`config.mk`:
```
export PLATFORM = sky130hd
export DESIGN_NAME = zeroriscy_ex_ctrl_flat
export DESIGN_NICKNAME = d
export VERILOG_FILES = /design/src/rtl/zeroriscy_ex_ctrl_pkg.sv /design/src/rtl/zeroriscy_ex_ctrl_if.sv /design/src/rtl/zeroriscy_ex_ctrl_prio_enc.sv /design/src/rtl/zeroriscy_ex_ctrl.sv /design/src/flat_wrapper.sv
export SDC_FILE = /design/constraint.sdc
export NUM_CORES = 1
export LEC_CHECK = 0
export BUFFER_PORTS_ARGS = -buffer_cell sky130_fd_sc_hd__buf_2
export CAP_MARGIN = 20
export CORE_MARGIN = 3
export CORE_UTILIZATION = 56
export CTS_CLUSTER_SIZE = 24
export DETAILED_ROUTE_END_ITERATION = 8
export GPL_ROUTABILITY_DRIVEN = 0
export PLACE_DENSITY = 0.94
export SLEW_MARGIN = 10
export SYNTH_ARGS = -nofsm -noshare
export SYNTH_HDL_FRONTEND = slang
export SYNTH_SLANG_ARGS = --single-unit
```
`constraint.sdc`:
```
create_clock -name clk -period 4.7 [get_ports clk]
set_clock_uncertainty 0.2 [all_clocks]
set_input_delay 0.94 -clock clk [delete_from_list [all_inputs] [get_ports clk]]
set_output_delay 0.94 -clock clk [all_outputs]
set_load 0.01 [all_outputs]
```
`src/rtl/zeroriscy_ex_ctrl_pkg.sv`:
```
// zeroriscy_ex_ctrl_pkg: shared types and helpers for the EX-stage sequencer
package zeroriscy_ex_ctrl_pkg;
  typedef enum logic [1:0] {EXC_IDLE, EXC_BUSY} ex_ctrl_state_e;
  typedef enum logic [1:0] {WB_ALU = 2'd0, WB_MULTDIV = 2'd1, WB_BNN = 2'd2, WB_LSU = 2'd3} ex_wb_sel_e;
  typedef enum logic [1:0] {OWN_NONE, OWN_MULTDIV, OWN_LSU, OWN_BNN} ex_owner_e;
  function automatic ex_wb_sel_e owner_to_wb(ex_owner_e o);
    return o == OWN_MULTDIV ? WB_MULTDIV : o == OWN_LSU ? WB_LSU : o == OWN_BNN ? WB_BNN : WB_ALU;
  endfunction
  function automatic int wdog_width(int cycles);
    int w;
    w = $clog2(cycles);
    return w < 8 ? 8 : w > 16 ? 16 : w;
  endfunction
endpackage

```
`src/rtl/zeroriscy_ex_ctrl_if.sv`:
```
// zeroriscy_ex_ctrl_if: ID/unit handshake bundle seen by the EX-stage sequencer
interface zeroriscy_ex_ctrl_if #(parameter int STALL_CNT_W = 16);
  logic                   mult_en_i;
  logic                   div_en_i;
  logic                   lsu_en_i;
  logic                   bnn_en_i;
  logic                   multdiv_ready_i;
  logic                   lsu_ready_ex_i;
  logic                   bnn_ready_i;
  logic                   ex_ready_o;
  logic [1:0]             wb_sel_o;
  logic                   ex_busy_o;
  logic                   en_conflict_o;
  logic [STALL_CNT_W-1:0] stall_cnt_o;
  logic                   wdog_timeout_o;
  modport master (
    output mult_en_i, div_en_i, lsu_en_i, bnn_en_i, multdiv_ready_i, lsu_ready_ex_i, bnn_ready_i,
    input  ex_ready_o, wb_sel_o, ex_busy_o, en_conflict_o, stall_cnt_o, wdog_timeout_o
  );
  modport slave (
    input  mult_en_i, div_en_i, lsu_en_i, bnn_en_i, multdiv_ready_i, lsu_ready_ex_i, bnn_ready_i,
    output ex_ready_o, wb_sel_o, ex_busy_o, en_conflict_o, stall_cnt_o, wdog_timeout_o
  );
endinterface

```
`src/rtl/zeroriscy_ex_ctrl_prio_enc.sv`:
```
// zeroriscy_ex_prio_enc: fixed-priority unit select (multdiv > lsu > bnn) with conflict flag
module zeroriscy_ex_prio_enc
  import zeroriscy_ex_ctrl_pkg::*;
(
  input  logic      md_en_i,
  input  logic      lsu_en_i,
  input  logic      bnn_en_i,
  output ex_owner_e winner_o,
  output logic      conflict_o
);
  assign winner_o   = md_en_i ? OWN_MULTDIV : lsu_en_i ? OWN_LSU : bnn_en_i ? OWN_BNN : OWN_NONE;
  assign conflict_o = (md_en_i & lsu_en_i) | (md_en_i & bnn_en_i) | (lsu_en_i & bnn_en_i);
endmodule

```
`src/rtl/zeroriscy_ex_ctrl.sv`:
```
// zeroriscy_ex_ctrl: EX-stage multi-cycle sequencer; optional watchdog under ZERORISCY_EX_WDOG_EN
module zeroriscy_ex_ctrl
  import zeroriscy_ex_ctrl_pkg::*;
#(
  parameter bit RV32M       = 1'b1,
  parameter int STALL_CNT_W = 16,
  parameter int WDOG_CYCLES = 255
) (
  input logic               clk,
  input logic               rst_n,
  zeroriscy_ex_ctrl_if.slave ex
);
  ex_ctrl_state_e         state_q, state_d;
  ex_owner_e              owner_q, owner_d, winner;
  ex_wb_sel_e             wb_sel;
  logic                   md_en, conflict, conflict_q;
  logic                   win_ready, own_ready, own_en, ready, wdog_expire;
  logic [STALL_CNT_W-1:0] stall_q;

  assign md_en = RV32M && (ex.mult_en_i || ex.div_en_i);

  zeroriscy_ex_prio_enc u_prio (
    .md_en_i   (md_en),
    .lsu_en_i  (ex.lsu_en_i),
    .bnn_en_i  (ex.bnn_en_i),
    .winner_o  (winner),
    .conflict_o(conflict)
  );

  assign win_ready = winner == OWN_MULTDIV ? ex.multdiv_ready_i :
                     winner == OWN_LSU     ? ex.lsu_ready_ex_i  :
                     winner == OWN_BNN     ? ex.bnn_ready_i     : 1'b1;
  assign own_ready = owner_q == OWN_MULTDIV ? ex.multdiv_ready_i :
                     owner_q == OWN_LSU     ? ex.lsu_ready_ex_i  :
                     owner_q == OWN_BNN     ? ex.bnn_ready_i     : 1'b1;
  assign own_en    = owner_q == OWN_MULTDIV ? md_en       :
                     owner_q == OWN_LSU     ? ex.lsu_en_i :
                     owner_q == OWN_BNN     ? ex.bnn_en_i : 1'b0;

`ifdef ZERORISCY_EX_WDOG_EN
  localparam int WDOG_W = wdog_width(WDOG_CYCLES);
  logic [WDOG_W-1:0] wdog_q;
  // A late ready or a flush wins over expiry, so only a live, still-waiting op times out
  assign wdog_expire = state_q == EXC_BUSY && own_en && !own_ready && wdog_q == WDOG_W'(WDOG_CYCLES - 1);
  // BUSY-cycle counter, zero on every BUSY entry
  always_ff @(posedge clk or negedge rst_n) begin
    if (!rst_n) wdog_q <= '0;
    else        wdog_q <= (state_q == EXC_BUSY && state_d == EXC_BUSY) ? wdog_q + 1'b1 : '0;
  end
`else
  assign wdog_expire = 1'b0;
`endif

  // Next state, owner latch, ready and write-back select
  always_comb begin
    state_d = state_q;
    owner_d = owner_q;
    ready   = 1'b1;
    wb_sel  = WB_ALU;
    if (state_q == EXC_IDLE) begin
      wb_sel = owner_to_wb(winner);
      ready  = win_ready;
      if (!win_ready) begin
        state_d = EXC_BUSY;
        owner_d = winner;
      end
    end else begin
      wb_sel = owner_to_wb(owner_q);
      ready  = own_ready || wdog_expire;
      if (own_ready || !own_en || wdog_expire) begin
        state_d = EXC_IDLE;
        owner_d = OWN_NONE;
      end
    end
  end

  // State, owner and conflict pulse registers
  always_ff @(posedge clk or negedge rst_n) begin
    if (!rst_n) begin
      state_q    <= EXC_IDLE;
      owner_q    <= OWN_NONE;
      conflict_q <= 1'b0;
    end else begin
      state_q    <= state_d;
      owner_q    <= owner_d;
      conflict_q <= state_q == EXC_IDLE && conflict;
    end
  end

  // Saturating count of stalled cycles
  always_ff @(posedge clk or negedge rst_n) begin
    if (!rst_n) stall_q <= '0;
    else        stall_q <= (!ready && !(&stall_q)) ? stall_q + 1'b1 : stall_q;
  end

  assign ex.ex_ready_o     = ready;
  assign ex.wb_sel_o       = wb_sel;
  assign ex.ex_busy_o      = state_q == EXC_BUSY;
  assign ex.en_conflict_o  = conflict_q;
  assign ex.stall_cnt_o    = stall_q;
  assign ex.wdog_timeout_o = wdog_expire;
endmodule

```
`src/flat_wrapper.sv`:
```
// flat-port wrapper written by rule: the top's interface ports become plain ports
module zeroriscy_ex_ctrl_flat import zeroriscy_ex_ctrl_pkg::*;
#(
  parameter bit RV32M       = 1'b1,
  parameter int STALL_CNT_W = 16,
  parameter int WDOG_CYCLES = 255
)
  (clk, rst_n, ex_mult_en_i, ex_div_en_i, ex_lsu_en_i, ex_bnn_en_i, ex_multdiv_ready_i, ex_lsu_ready_ex_i, ex_bnn_ready_i, ex_ex_ready_o, ex_wb_sel_o, ex_ex_busy_o, ex_en_conflict_o, ex_stall_cnt_o, ex_wdog_timeout_o);
  zeroriscy_ex_ctrl_if #(.STALL_CNT_W(STALL_CNT_W)) ex_i ();
  input logic clk;
  input logic rst_n;
  input wire logic [$bits(ex_i.mult_en_i)-1:0] ex_mult_en_i;
  input wire logic [$bits(ex_i.div_en_i)-1:0] ex_div_en_i;
  input wire logic [$bits(ex_i.lsu_en_i)-1:0] ex_lsu_en_i;
  input wire logic [$bits(ex_i.bnn_en_i)-1:0] ex_bnn_en_i;
  input wire logic [$bits(ex_i.multdiv_ready_i)-1:0] ex_multdiv_ready_i;
  input wire logic [$bits(ex_i.lsu_ready_ex_i)-1:0] ex_lsu_ready_ex_i;
  input wire logic [$bits(ex_i.bnn_ready_i)-1:0] ex_bnn_ready_i;
  output wire logic [$bits(ex_i.ex_ready_o)-1:0] ex_ex_ready_o;
  output wire logic [$bits(ex_i.wb_sel_o)-1:0] ex_wb_sel_o;
  output wire logic [$bits(ex_i.ex_busy_o)-1:0] ex_ex_busy_o;
  output wire logic [$bits(ex_i.en_conflict_o)-1:0] ex_en_conflict_o;
  output wire logic [$bits(ex_i.stall_cnt_o)-1:0] ex_stall_cnt_o;
  output wire logic [$bits(ex_i.wdog_timeout_o)-1:0] ex_wdog_timeout_o;
  assign ex_i.mult_en_i = ex_mult_en_i;
  assign ex_i.div_en_i = ex_div_en_i;
  assign ex_i.lsu_en_i = ex_lsu_en_i;
  assign ex_i.bnn_en_i = ex_bnn_en_i;
  assign ex_i.multdiv_ready_i = ex_multdiv_ready_i;
  assign ex_i.lsu_ready_ex_i = ex_lsu_ready_ex_i;
  assign ex_i.bnn_ready_i = ex_bnn_ready_i;
  assign ex_ex_ready_o = ex_i.ex_ready_o;
  assign ex_wb_sel_o = ex_i.wb_sel_o;
  assign ex_ex_busy_o = ex_i.ex_busy_o;
  assign ex_en_conflict_o = ex_i.en_conflict_o;
  assign ex_stall_cnt_o = ex_i.stall_cnt_o;
  assign ex_wdog_timeout_o = ex_i.wdog_timeout_o;
  zeroriscy_ex_ctrl #(.RV32M(RV32M), .STALL_CNT_W(STALL_CNT_W), .WDOG_CYCLES(WDOG_CYCLES)) u_core (.clk(clk), .rst_n(rst_n), .ex(ex_i));
endmodule
```
# == After elaboration in Yosys (flattened, before gate mapping) ==
# Cells that the tools add are included.
# totals
regBits,21
in_bits,9
out_inout_bits,22
word_cells,54
# classes
addsub,1
eq_ne,8
n_mux,25
bitwise,5
n_reduce_logical,11
# op_table
op,n
$mux 2,15
$add 16x1->16 const B,1
$reduce_and 16->1,1
$mux 1,10
$eq 2x2->1 const B,4
$eq 2x1->1 const B,3
$and 1x1->1,3
$logic_not 1->1,3
$logic_and 1x1->1,2
$logic_not 2->1,1
$logic_or 1x1->1,2
$ne 2x2->1 const B,1
$or 1x1->1,2
$reduce_and 2->1,1
$reduce_bool 2->1,1

# == Longest topological paths before layout ==
# Gate-level depths: netlist (run 1).
# depth
ltp_word,10
depth_mapped,10
ltp_nobuf,9

# == Hierarchy ==
# Synthesis (run 1) repeated with hierarchy kept, for this count alone.
# hier_totals
hier_cells,121
hier_area_um2,1217.4
# modules_own_cells
module,instances,cells_per_inst,area_per_inst_um2,seq_area_each_um2
zeroriscy_ex_ctrl,1,116,1186.1,500.5
zeroriscy_ex_prio_enc,1,5,31.3,0.0

# == Worst setup path after synthesis (run 1) ==
# OpenSTA, ideal clock, no wires.
# synth_path
kind,input-to-output
start,input port ex_div_en_i
end,output port ex_ex_ready_o
arrival_time_ns,2.421
required_ns,3.560
slack_ns,1.139
cell_stages,8
path_buffers,0
cell_sequence,nor2_1 -> a21boi_0 -> inv_1 -> ha_1 -> nor3b_2 -> o31ai_4 -> nand2_1 -> inv_1
# synth_between
elab_chain_len,7
word_cells_on_any_way,9
cone_classes,eq/ne: 3; mux: 5; reduce/logical: 1
# synth_rtl
item,line_no,text
from (decl),flat_wrapper.sv:13,input wire logic [$bits(ex_i.div_en_i)-1:0] ex_div_en_i;
$logic_or 1x1->1 (*),zeroriscy_ex_ctrl.sv:20,assign md_en = RV32M && (ex.mult_en_i || ex.div_en_i);
$mux 2 (*),zeroriscy_ex_ctrl_prio_enc.sv:11,assign winner_o = md_en_i ? OWN_MULTDIV : lsu_en_i ? OWN_LSU : bnn_en_i ? OWN_BNN : OWN_NONE;
$eq 2x2->1,zeroriscy_ex_ctrl.sv:32,winner == OWN_BNN ? ex.bnn_ready_i : 1'b1;
$mux 1,zeroriscy_ex_ctrl.sv:32,
$mux 1,zeroriscy_ex_ctrl.sv:31,winner == OWN_LSU ? ex.lsu_ready_ex_i :
$mux 1 (*),zeroriscy_ex_ctrl.sv:30,assign win_ready = winner == OWN_MULTDIV ? ex.multdiv_ready_i :
$mux 1 (*),zeroriscy_ex_ctrl.sv:60,if (state_q == EXC_IDLE) begin
to (decl),flat_wrapper.sv:19,output wire logic [$bits(ex_i.ex_ready_o)-1:0] ex_ex_ready_o;
# Every way passes the cells marked *; elsewhere a longest branch is shown, timed or not.

# == Worst setup path after layout (run 1) ==
# Ends and elaborated chain as after synthesis.

==> flow_summary.json, run 1 <==
{
  "outcome": "finished clean",
  "synth_top_area_share_pct": 41.5,
  "cp.arrival_ns": 2.88,
  "final_common_cell": "buf_2",
  "crit_type": "input pin to output pin",
  "syn_area_um2": 1210,
  "row_count": 16,
  "fillCellCount": 155,
  "maxCapViolations": 0,
  "worstPathRequired_ns": 3.56,
  "hold_violations": 0,
  "insertion_delay_ns": 0.30,
  "synth_edf_count": 0,
  "path_clk_slew_ns": 0.11,
  "crit_path_start": "ex_div_en_i",
  "overflow": 0,
  "grt_setup_unrepaired": "false",
  "startpoint_type": "input pin",
  "syn_inst": 119,
  "fmax_ghz": 0.249,
  "die_w_um": 52.4,
  "n_antenna_cell": 0,
  "grt_pass1_wl_mm": 3.95,
  "post_drt_wl_per_cell_um": 13.4,
  "drt-initial-drc-count": 18,
  "crit_end": "ex_ex_ready_o",
  "ys_ff_latch": 20,
  "setup_viol": 0,
  "final_cell_mix": "buf_2, dfrtp_1, xnor2_1",
  "area_growth_pct": 17.6,
  "core_um2": 2000,
  "clock_path_buffers": 2,
  "die-area_um2": 2750,
  "synth_ff_type": "dfrtp_1",
  "syn_area_per_cell_um2": 10.1,
  "finalSetupTns_ns": 0,
  "holdCritPathClass": "flop to flop",
  "h-tree-depth": 1,
  "fin_crit_sh_pct": 85.6,
  "hold_buffers": 0,
  "power.density_nw_per_um2": 403,
  "worst_pin_slew_ns": 0.700,
  "clockRootBuffer": "clkbuf_4",
  "rr_worst_depth": 6,
  "maxSlewViolCount": 0,
  "routed_wl_mm": 2.36,
  "cts_buffers": 3,
  "grt.total_usage_pct": 19.1,
  "cts_resized": 0,
  "fp.dieH_um": 52.4,
  "cts_setup_buffers": 0,
  "cp_max_fo": 7,
  "antenna_found_initial": 0,
  "async_flop_share_pct": 100,
  "ys.warnings.count": 0,
  "ys_top_cells_by_area": "dfrtp_1, xnor2_1, ha_1",
  "relSlewSlack_pct": 53.3,
  "regToRegStartpoint": "u_core.owner_q[0]",
  "layout.nets": 167,
  "end_kind": "output pin",
  "hpwl_mm": 1.81,
  "viasPerCell": 5.58,
  "ir_drop_mv": 0.309,
  "cts_tree": "yes",
  "r2r_setup_slack_ns": 2.28,
  "grt_max_degree": 21,
  "drtPass1Iterations": 4,
  "yosysTopAreaCell": "dfrtp_1",
  "cts_sinks": 20,
  "drive_gt1_share_pct": 27.3,
  "drc": 0,
  "synth.distinct_cells": 36,
  "reg2reg_to": "u_core.ex.stall_cnt_o[1]",
  "grt_pass1_vias": 942,
  "multi_input_area_um2": 657,
  "vias": 988,
  "timing.final.ws_setup_ns": 0.679,
  "dp_slack_ns": 0.677,
  "p_leak_nw": 0.700,
  "period_needed_ns": 4.02,
  "antenna_left": 0,
  "start_util_pct": 60.3,
  "regArea_um2": 500,
  "port_buffers": 29,
  "io_pins": 31,
  "ys_seq_area_share_pct": 41.5,
  "postSynthNetCount": 135
}
==> area by class of cell <==
class	instances	area share, %
Sequential cell	20	35.3
Timing Repair Buffer	29	10.2
Tap cell	27	2.38
Inverter	8	2.12
Clock inverter	1	2.12
Clock buffer	3	1.59
Multi-Input combinational cell	89	46.3
==> routing by layer <==
| metal | routed length (um) | vias up | GRT usage (%) |
|---|---|---|---|
| met5 | 0 | - | 0 |
| li1 | - | 478 | - |
| met3 | 119 | 2 | 5.13 |
| met1 | 1090 | 481 | 24.3 |
| met4 | 10 | 0 | 3.83 |
| met2 | 1150 | 27 | 32.2 |
==> cells by family (layout without fill, tap and decap cells) <==
logic type	after synthesis	in the layout	synth area share [%]
and+or+nand+nor	48	48	24.6
DFF	20	20	41.5
AOI/OAI and AO/OA	18	18	10.9
xor gates and xnor gates	12	12	8.71
buffers and inverters	10	41	4.05
adders and majority gates	7	7	7.26
muxes	3	3	2.70
other	1	1	0.311
==> worst min path at each step <==
stage                                    startpoint  cells past startpoint                   endpoint
final                      u_core.ex.stall_cnt_o[9]                      1   u_core.ex.stall_cnt_o[9]
after detailed placement   u_core.ex.stall_cnt_o[6]                      1   u_core.ex.stall_cnt_o[6]
after global placement    u_core.ex.stall_cnt_o[10]                      1  u_core.ex.stall_cnt_o[10]
after global routing       u_core.ex.stall_cnt_o[6]                      1   u_core.ex.stall_cnt_o[6]
after CTS                  u_core.ex.stall_cnt_o[9]                      1   u_core.ex.stall_cnt_o[9]
after floorplan                   u_core.state_q[0]                      1    u_core.ex.en_conflict_o
==> worst max-delay path, stage by stage <==
cell and delay [ns]:
buf_2 0.11, nor2_1 0.16, a21boi_0 0.41, inv_1 0.13
ha_1 0.23, nor3b_2 0.17, o31ai_4 0.34, nand2_1 0.20
inv_1 0.08, buf_2 0.12
==> synthesized netlist by cell type (2+ instances only) <==
cell type,count
xnor2_1,11
o22ai_1,3
ha_1,7
nand3_2,3
and2_1,2
dfrtp_1,20
a21oi_1,4
nand3_1,5
nor2b_1,3
o21ai_0,4
nor2_1,7
and3_1,5
nand4_1,5
mux2_1,2
inv_1,8
nand2_1,10
==> metrics by stage <==
stage / util (%) / instances / instance area, um^2 / total power, mW / hold slack (ns)
3_5_place_dp: 68.3 / 173 / 1370 / 0.438 / 0.307
4_1_cts: 70.9 / 177 / 1420 / 0.577 / 0.326
3_3_place_gp: 68.3 / 173 / 1370 / 0.427 / 0.292
2_1_floorplan: - / 119 / 1210 / 0.373 / 0.333
6_report: 70.9 / 177 / 1420 / 0.572 / 0.323
5_1_grt: 70.9 / 177 / 1420 / 0.609 / 0.352
==> power by group <==
part / internal, mW / switching [mW] / leakage (nW)
combinational: 0.0800 / 0.104 / 0.415
clock: 0.0862 / 0.0521 / 0.0279
sequential: 0.207 / 0.0430 / 0.257
==> registers in the layout, indices dropped and copies added, names as in the netlist <==
signal                   flops
u_core.ex.stall_cnt_o       16
u_core.owner_q               2
u_core.ex.en_conflict_o      1
u_core.state_q               1
No activity file was read; power rests on OpenSTA's default activity.
==> run 2: changes to the inputs <==
--- a/config.mk
+++ b/config.mk
@@ -8,11 +8,11 @@
 export BUFFER_PORTS_ARGS = -buffer_cell sky130_fd_sc_hd__buf_2
 export CAP_MARGIN = 20
 export CORE_MARGIN = 3
-export CORE_UTILIZATION = 56
+export CORE_UTILIZATION = 47
 export CTS_CLUSTER_SIZE = 24
 export DETAILED_ROUTE_END_ITERATION = 8
 export GPL_ROUTABILITY_DRIVEN = 0
-export PLACE_DENSITY = 0.94
+export PLACE_DENSITY = 0.85
 export SLEW_MARGIN = 10
 export SYNTH_ARGS = -nofsm -noshare
 export SYNTH_HDL_FRONTEND = slang
==> constraint.sdc (replaced) <==
create_clock -name clk -period 3.6 [get_ports clk]
set_clock_uncertainty 0.2 [all_clocks]
set_input_delay 0.72 -clock clk [delete_from_list [all_inputs] [get_ports clk]]
set_output_delay 0.72 -clock clk [all_outputs]
set_load 0.01 [all_outputs]
==> run 2 against run 1 <==
  * Clock-buffer cell count unchanged
  * Critical path type unchanged
  * Highest routed layer unchanged
  * Largest power group unchanged
  * Die area up 17%
  * Power up 33%
  * Global-route usage down 2.5 points
  * First-iteration DRC count up 44%
  * Register-to-register slack worse by 1.0 ns
  * Cell count up 1.7%
  * Worst hold slack worse by 0.19 ns
==> flow_summary.json, run 2 (synthesis gave the netlist of run 1 again) <==
{
  "cts_sinks": 20,
  "clock_path_buffers": 2,
  "largest_register_ffs": 16,
  "antenna_found_initial": 0,
  "ir_drop_mv": 0.381,
  "hpwl_mm": 1.95,
  "drive_gt1_share_pct": 28.3,
  "grt.total_usage_pct": 16.6,
  "grtUsageMet1_pct": 20.7,
  "switching_share_pct": 35.3,
  "maxSlewViolCount": 0,
  "final_common_cell": "buf_2",
  "area_growth_pct": 19.0,
  "drc": 0,
  "final_cell_mix": "buf_2, dfrtp_1, xnor2_1",
  "holdCritPathClass": "input pin to async pin",
  "grt-busiest-layer": "met2",
  "drt-initial-drc-count": 26,
  "p_switching_mw": 0.269,
  "insertion_delay_ns": 0.31,
  "fp.dieH_um": 56.7,
  "grt_setup_unrepaired": "false",
  "startpoint_type": "input pin",
  "drtPass1Iterations": 4,
  "overflow": 0,
  "io_pins": 31,
  "layout.nets": 169,
  "grt_max_degree": 21,
  "p_leak_nw": 0.711,
  "regArea_um2": 500,
  "fillCellCount": 193,
  "period_needed_ns": 3.40,
  "outcome": "finished clean",
  "p_int_mw": 0.492,
  "post_drt_wl_per_cell_um": 14.1,
  "die-area_um2": 3210,
  "antenna_left": 0,
  "power_mw": 0.761,
  "power.density_nw_per_um2": 530,
  "seq_power_share_pct": 42.9,
  "port_buffers": 29,
  "multi_input_area_um2": 657,
  "h-tree-depth": 1,
  "pwr-share-clk_pct": 24.5,
  "cts_setup_buffers": 0,
  "die_w_um": 56.7,
  "crit_type": "input pin to output pin",
  "cts_tree": "yes",
  "end_kind": "output pin",
  "path_clk_slew_ns": 0.12,
  "viasPerCell": 5.61,
  "n_antenna_cell": 0,
  "grt_pass1_wl_mm": 4.22,
  "cp.arrival_ns": 2.48,
  "core_um2": 2320,
  "vias": 1010,
  "worstPathRequired_ns": 2.68,
  "gr-usage-met3_pct": 5.06,
  "finalSetupTns_ns": 0,
  "setup_viol": 0,
  "fin_crit_sh_pct": 94.4,
  "routed_wl_mm": 2.53,
  "grtUsageMet2_pct": 27.7,
  "combPwrFrac_pct": 32.6,
  "fmax_ghz": 0.294,
  "start_util_pct": 52.0,
  "clockRootBuffer": "clkbuf_4",
  "maxCapViolations": 0,
  "grt_pass1_vias": 971,
  "cp_max_fo": 7,
  "cts_buffers": 3,
  "row_count": 17,
  "hold_violations": 0
}
==> run 2: critical path, stage by stage <==
cell and delay, ns:
buf_2 0.13, o21ai_0 0.34, inv_1 0.14, ha_1 0.23, nor3b_2 0.17, o31ai_4 0.34, nand2_1 0.20, inv_1 0.08
buf_2 0.12
==> run 2: area by class of cell <==
type                    count  share of cell area [%]
clock buffers               3                    1.57
clock inverters             1                    2.09
inverters                   8                    2.09
multi-input cells          89                    45.8
flip-flops and latches     20                    34.9
well taps                  28                    2.44
repair buffers             31                    11.2
==> run 2: metrics by stage <==
stage          util, %  cells  setup WS (ns)  hold slack, ns  instance area, um^2
6_report          61.9    180          0.202           0.132                 1440
5_1_grt           61.9    180        0.00922           0.145                 1440
4_1_cts           61.9    180          0.132           0.139                 1440
3_5_place_dp      59.6    176          0.133           0.302                 1380
3_3_place_gp      59.6    176          0.286           0.293                 1380
2_1_floorplan        -    119          0.479           0.224                 1210
==> run 2: final timing paths <==
| kind | startpoint | to | slack [ns] | cells after the start |
|---|---|---|---|---|
| worst max-delay path | ex_bnn_en_i | ex_ex_ready_o | 0.20 | 9 |
| worst min-delay path | rst_n | u_core.ex.stall_cnt_o[15] | 0.13 | 1 |
| worst max register to register | u_core.owner_q[0] | u_core.ex.stall_cnt_o[9] | 1.25 | 8 |
| worst min register to register | u_core.ex.stall_cnt_o[9] | u_core.ex.stall_cnt_o[9] | 0.32 | 1 |
| max in group asynchronous | rst_n | u_core.owner_q[1] | 2.76 | 1 |
| min in group clk | u_core.ex.stall_cnt_o[9] | u_core.ex.stall_cnt_o[9] | 0.32 | 1 |
==> run 2: layer usage <==
layer / share of wire [%] / vias to the layer above
li1: - / 482
met1: 41 / 483
met2: 51 / 41
met3: 7.6 / 4
met4: 0.87 / 0
met5: 0 / -
==> run 2: timing repair <==
action,4_1_cts,5_1_grt
hold endpoints to repair,0,0
hold buffers,0,0
setup endpoints to repair,0,1
gates resized for setup,0,1
==> run 2: power by group through the flow <==
| stage | Combinational (mW) | Sequential, mW | Clock [mW] |
|---|---|---|---|
| 3_3_place_gp | 0.240 | 0.326 | 0 |
| 5_1_grt | 0.278 | 0.337 | 0.202 |
| 2_1_floorplan | 0.148 | 0.339 | 0 |
| 3_5_place_dp | 0.249 | 0.330 | 0 |
| 6_report | 0.248 | 0.327 | 0.186 |
| 4_1_cts | 0.250 | 0.326 | 0.190 |
==> run 3: changes to the inputs <==
--- a/config.mk
+++ b/config.mk
@@ -5,10 +5,11 @@
 export SDC_FILE = /design/constraint.sdc
 export NUM_CORES = 1
 export LEC_CHECK = 0
+export ABC_AREA = 1
 export BUFFER_PORTS_ARGS = -buffer_cell sky130_fd_sc_hd__buf_2
 export CAP_MARGIN = 20
 export CORE_MARGIN = 3
-export CORE_UTILIZATION = 47
+export CORE_UTILIZATION = 49
 export CTS_CLUSTER_SIZE = 24
 export DETAILED_ROUTE_END_ITERATION = 8
 export GPL_ROUTABILITY_DRIVEN = 0
==> run 3 against run 2 <==
  * Via count increased by 39%
  * Clock-buffer cell count is the same
  * Sequential share of layout area is 4.8 points lower
  * Cell count is 52% higher
  * Area after synthesis is 24% higher
  * Fmax up 5.1%
  * Critical path depth increased by 2
  * Synthesized cell count is 80% higher
  * Non-clock buffer count decreased by 1
==> flow_summary.json, run 3 <==
{
  "crit_type": "input pin to output pin",
  "outcome": "finished clean",
  "syn_inst": 214,
  "die-area_um2": 3760,
  "grt.total_usage_pct": 18.2,
  "met1_length_mm": 1.53,
  "cts_sinks": 20,
  "clockRootBuffer": "clkbuf_4",
  "postSynthNetCount": 230,
  "final_cell_mix": "nand2_1, buf_2, nand3_1",
  "power_mw": 0.600,
  "cts_setup_buffers": 0,
  "ys_seq_area_share_pct": 33.4,
  "h-tree-depth": 1,
  "yosysTopAreaCell": "dfrtp_1",
  "multi_input_area_um2": 862,
  "drtPass1Iterations": 5,
  "yosysMostFrequentCell": "nand2_1",
  "crit_path_start": "ex_div_en_i",
  "cp.arrival_ns": 2.31,
  "layout.nets": 261,
  "final_common_cell": "nand2_1",
  "start_util_pct": 53.0,
  "drt-initial-drc-count": 94,
  "antenna_found_initial": 0,
  "regToRegStartpoint": "u_core.owner_q[0]",
  "wl_met2_mm": 1.43,
  "synth_edf_count": 0,
  "ys_top_cells_by_area": "dfrtp_1, nand2_1, nand3_1",
  "period_needed_ns": 3.23,
  "startpoint_type": "input pin",
  "maxCapViolations": 0,
  "path_clk_slew_ns": 0.12,
  "n_antenna_cell": 0,
  "row_count": 19,
  "fmax_ghz": 0.309,
  "clock_path_buffers": 2,
  "ys_ff_latch": 20,
  "synth_common_cells": "nand2_1, nand3_1, inv_1, dfrtp_1, nor2_1",
  "maxSlewViolCount": 0,
  "cts_resized": 0,
  "wl_met3_um": 176,
  "reg2reg_to": "u_core.ex.stall_cnt_o[4]",
  "power.density_nw_per_um2": 361,
  "end_kind": "output pin",
  "fillCellCount": 250,
  "ir_drop_mv": 0.199,
  "regArea_um2": 500,
  "routed_wl_mm": 3.14,
  "grt_pass1_wl_mm": 5.18,
  "grt_max_degree": 21,
  "drive_gt1_share_pct": 20.2,
  "hold_buffers": 0,
  "cts_tree": "yes",
  "stdcell_count": 274,
  "worstPathRequired_ns": 2.68,
  "grt_setup_unrepaired": "false",
  "port_buffers": 29,
  "hold-worst-slack_ns": 0.136,
  "p_leak_nw": 0.916,
  "finalSetupTns_ns": 0,
  "cp_max_fo": 5,
  "ys.warnings.count": 0,
  "grt_pass1_vias": 1176,
  "placed_cells": 271,
  "overflow": 0,
  "hpwl_mm": 2.37,
  "crit_end": "ex_ex_ready_o",
  "async_flop_share_pct": 100,
  "syn_area_per_cell_um2": 7.00,
  "synth_ff_type": "dfrtp_1",
  "die_w_um": 61.3,
  "syn_area_um2": 1500,
  "viasPerCell": 5.14,
  "vias": 1407,
  "core_um2": 2830,
  "area_growth_pct": 10.9,
  "r2r_setup_slack_ns": 1.52,
  "rr_worst_depth": 12,
  "insertion_delay_ns": 0.31,
  "io_pins": 31,
  "dr.max_layer_used": "met4",
  "cts_buffers": 3,
  "drc": 0,
  "fin_crit_sh_pct": 89.8,
  "synth.distinct_cells": 25,
  "fp.dieH_um": 61.3,
  "post_drt_wl_per_cell_um": 11.5,
  "hold_violations": 0,
  "synth_top_area_share_pct": 33.4,
  "holdCritPathClass": "input pin to async pin",
  "setup_viol": 0,
  "antenna_left": 0,
  "largest_register_ffs": 16
}
-- run 3: worst min path at each step --
stage | startpoint | endpoint | cells after the start
4_1_cts | rst_n | u_core.ex.stall_cnt_o[4] | 1
5_1_grt | rst_n | u_core.ex.stall_cnt_o[7] | 1
3_5_place_dp | u_core.ex.stall_cnt_o[15] | u_core.ex.stall_cnt_o[15] | 2
3_3_place_gp | u_core.ex.stall_cnt_o[15] | u_core.ex.stall_cnt_o[15] | 2
6_report | rst_n | u_core.ex.stall_cnt_o[7] | 1
2_1_floorplan | rst_n | u_core.ex.en_conflict_o | 0
-- run 3: logic make-up after synthesis --
kind of cell | after synthesis | synth area share [%]
compound gates | 9 | 3.76
xor+xnor | 7 | 4.09
simple gates | 143 | 43.6
fa+ha+maj | 7 | 5.84
flops | 20 | 33.4
buf+inv | 27 | 9.10
other cells | 1 | 0.250
-- run 3: through the flow --
stage / instance area (um^2) / util (%) / setup slack, ns
floorplan: 1500 / - / 0.473
detailed placement: 1640 / 58.0 / 0.364
CTS: 1660 / 58.8 / 0.360
finish: 1660 / 58.8 / 0.368
global route: 1660 / 58.8 / 0.267
global placement: 1640 / 58.0 / 0.428
-- run 3: cell type report --
class | count | area share, %
timing repair buffer | 30 | 9.18
sequential | 20 | 30.1
inverter | 23 | 5.19
multi-input combinational | 167 | 51.8
clock buffer | 3 | 1.35
tap | 31 | 2.33
-- run 3: where the power goes --
group	switching, mW	internal, mW
sequential	0.0426	0.254
clock	0.0707	0.0391
combinational	0.117	0.0761
total	0.231	0.369
-- run 3: critical path, cell delays in order --
cell and delay [ns]:
buf_2 0.10, or2_2 0.32, a21oi_1 0.18, inv_1 0.10, ha_1 0.20, nor2_1 0.16, nor2_2 0.08, a21oi_4 0.23
nand2_4 0.07, inv_1 0.04, buf_2 0.12
-- run 3: layer usage --
layer,GRT usage (%),up-vias
li1,-,733
met1,27.1,631
met2,26.7,41
met4,6.50,0
met3,2.52,2
met5,0,-
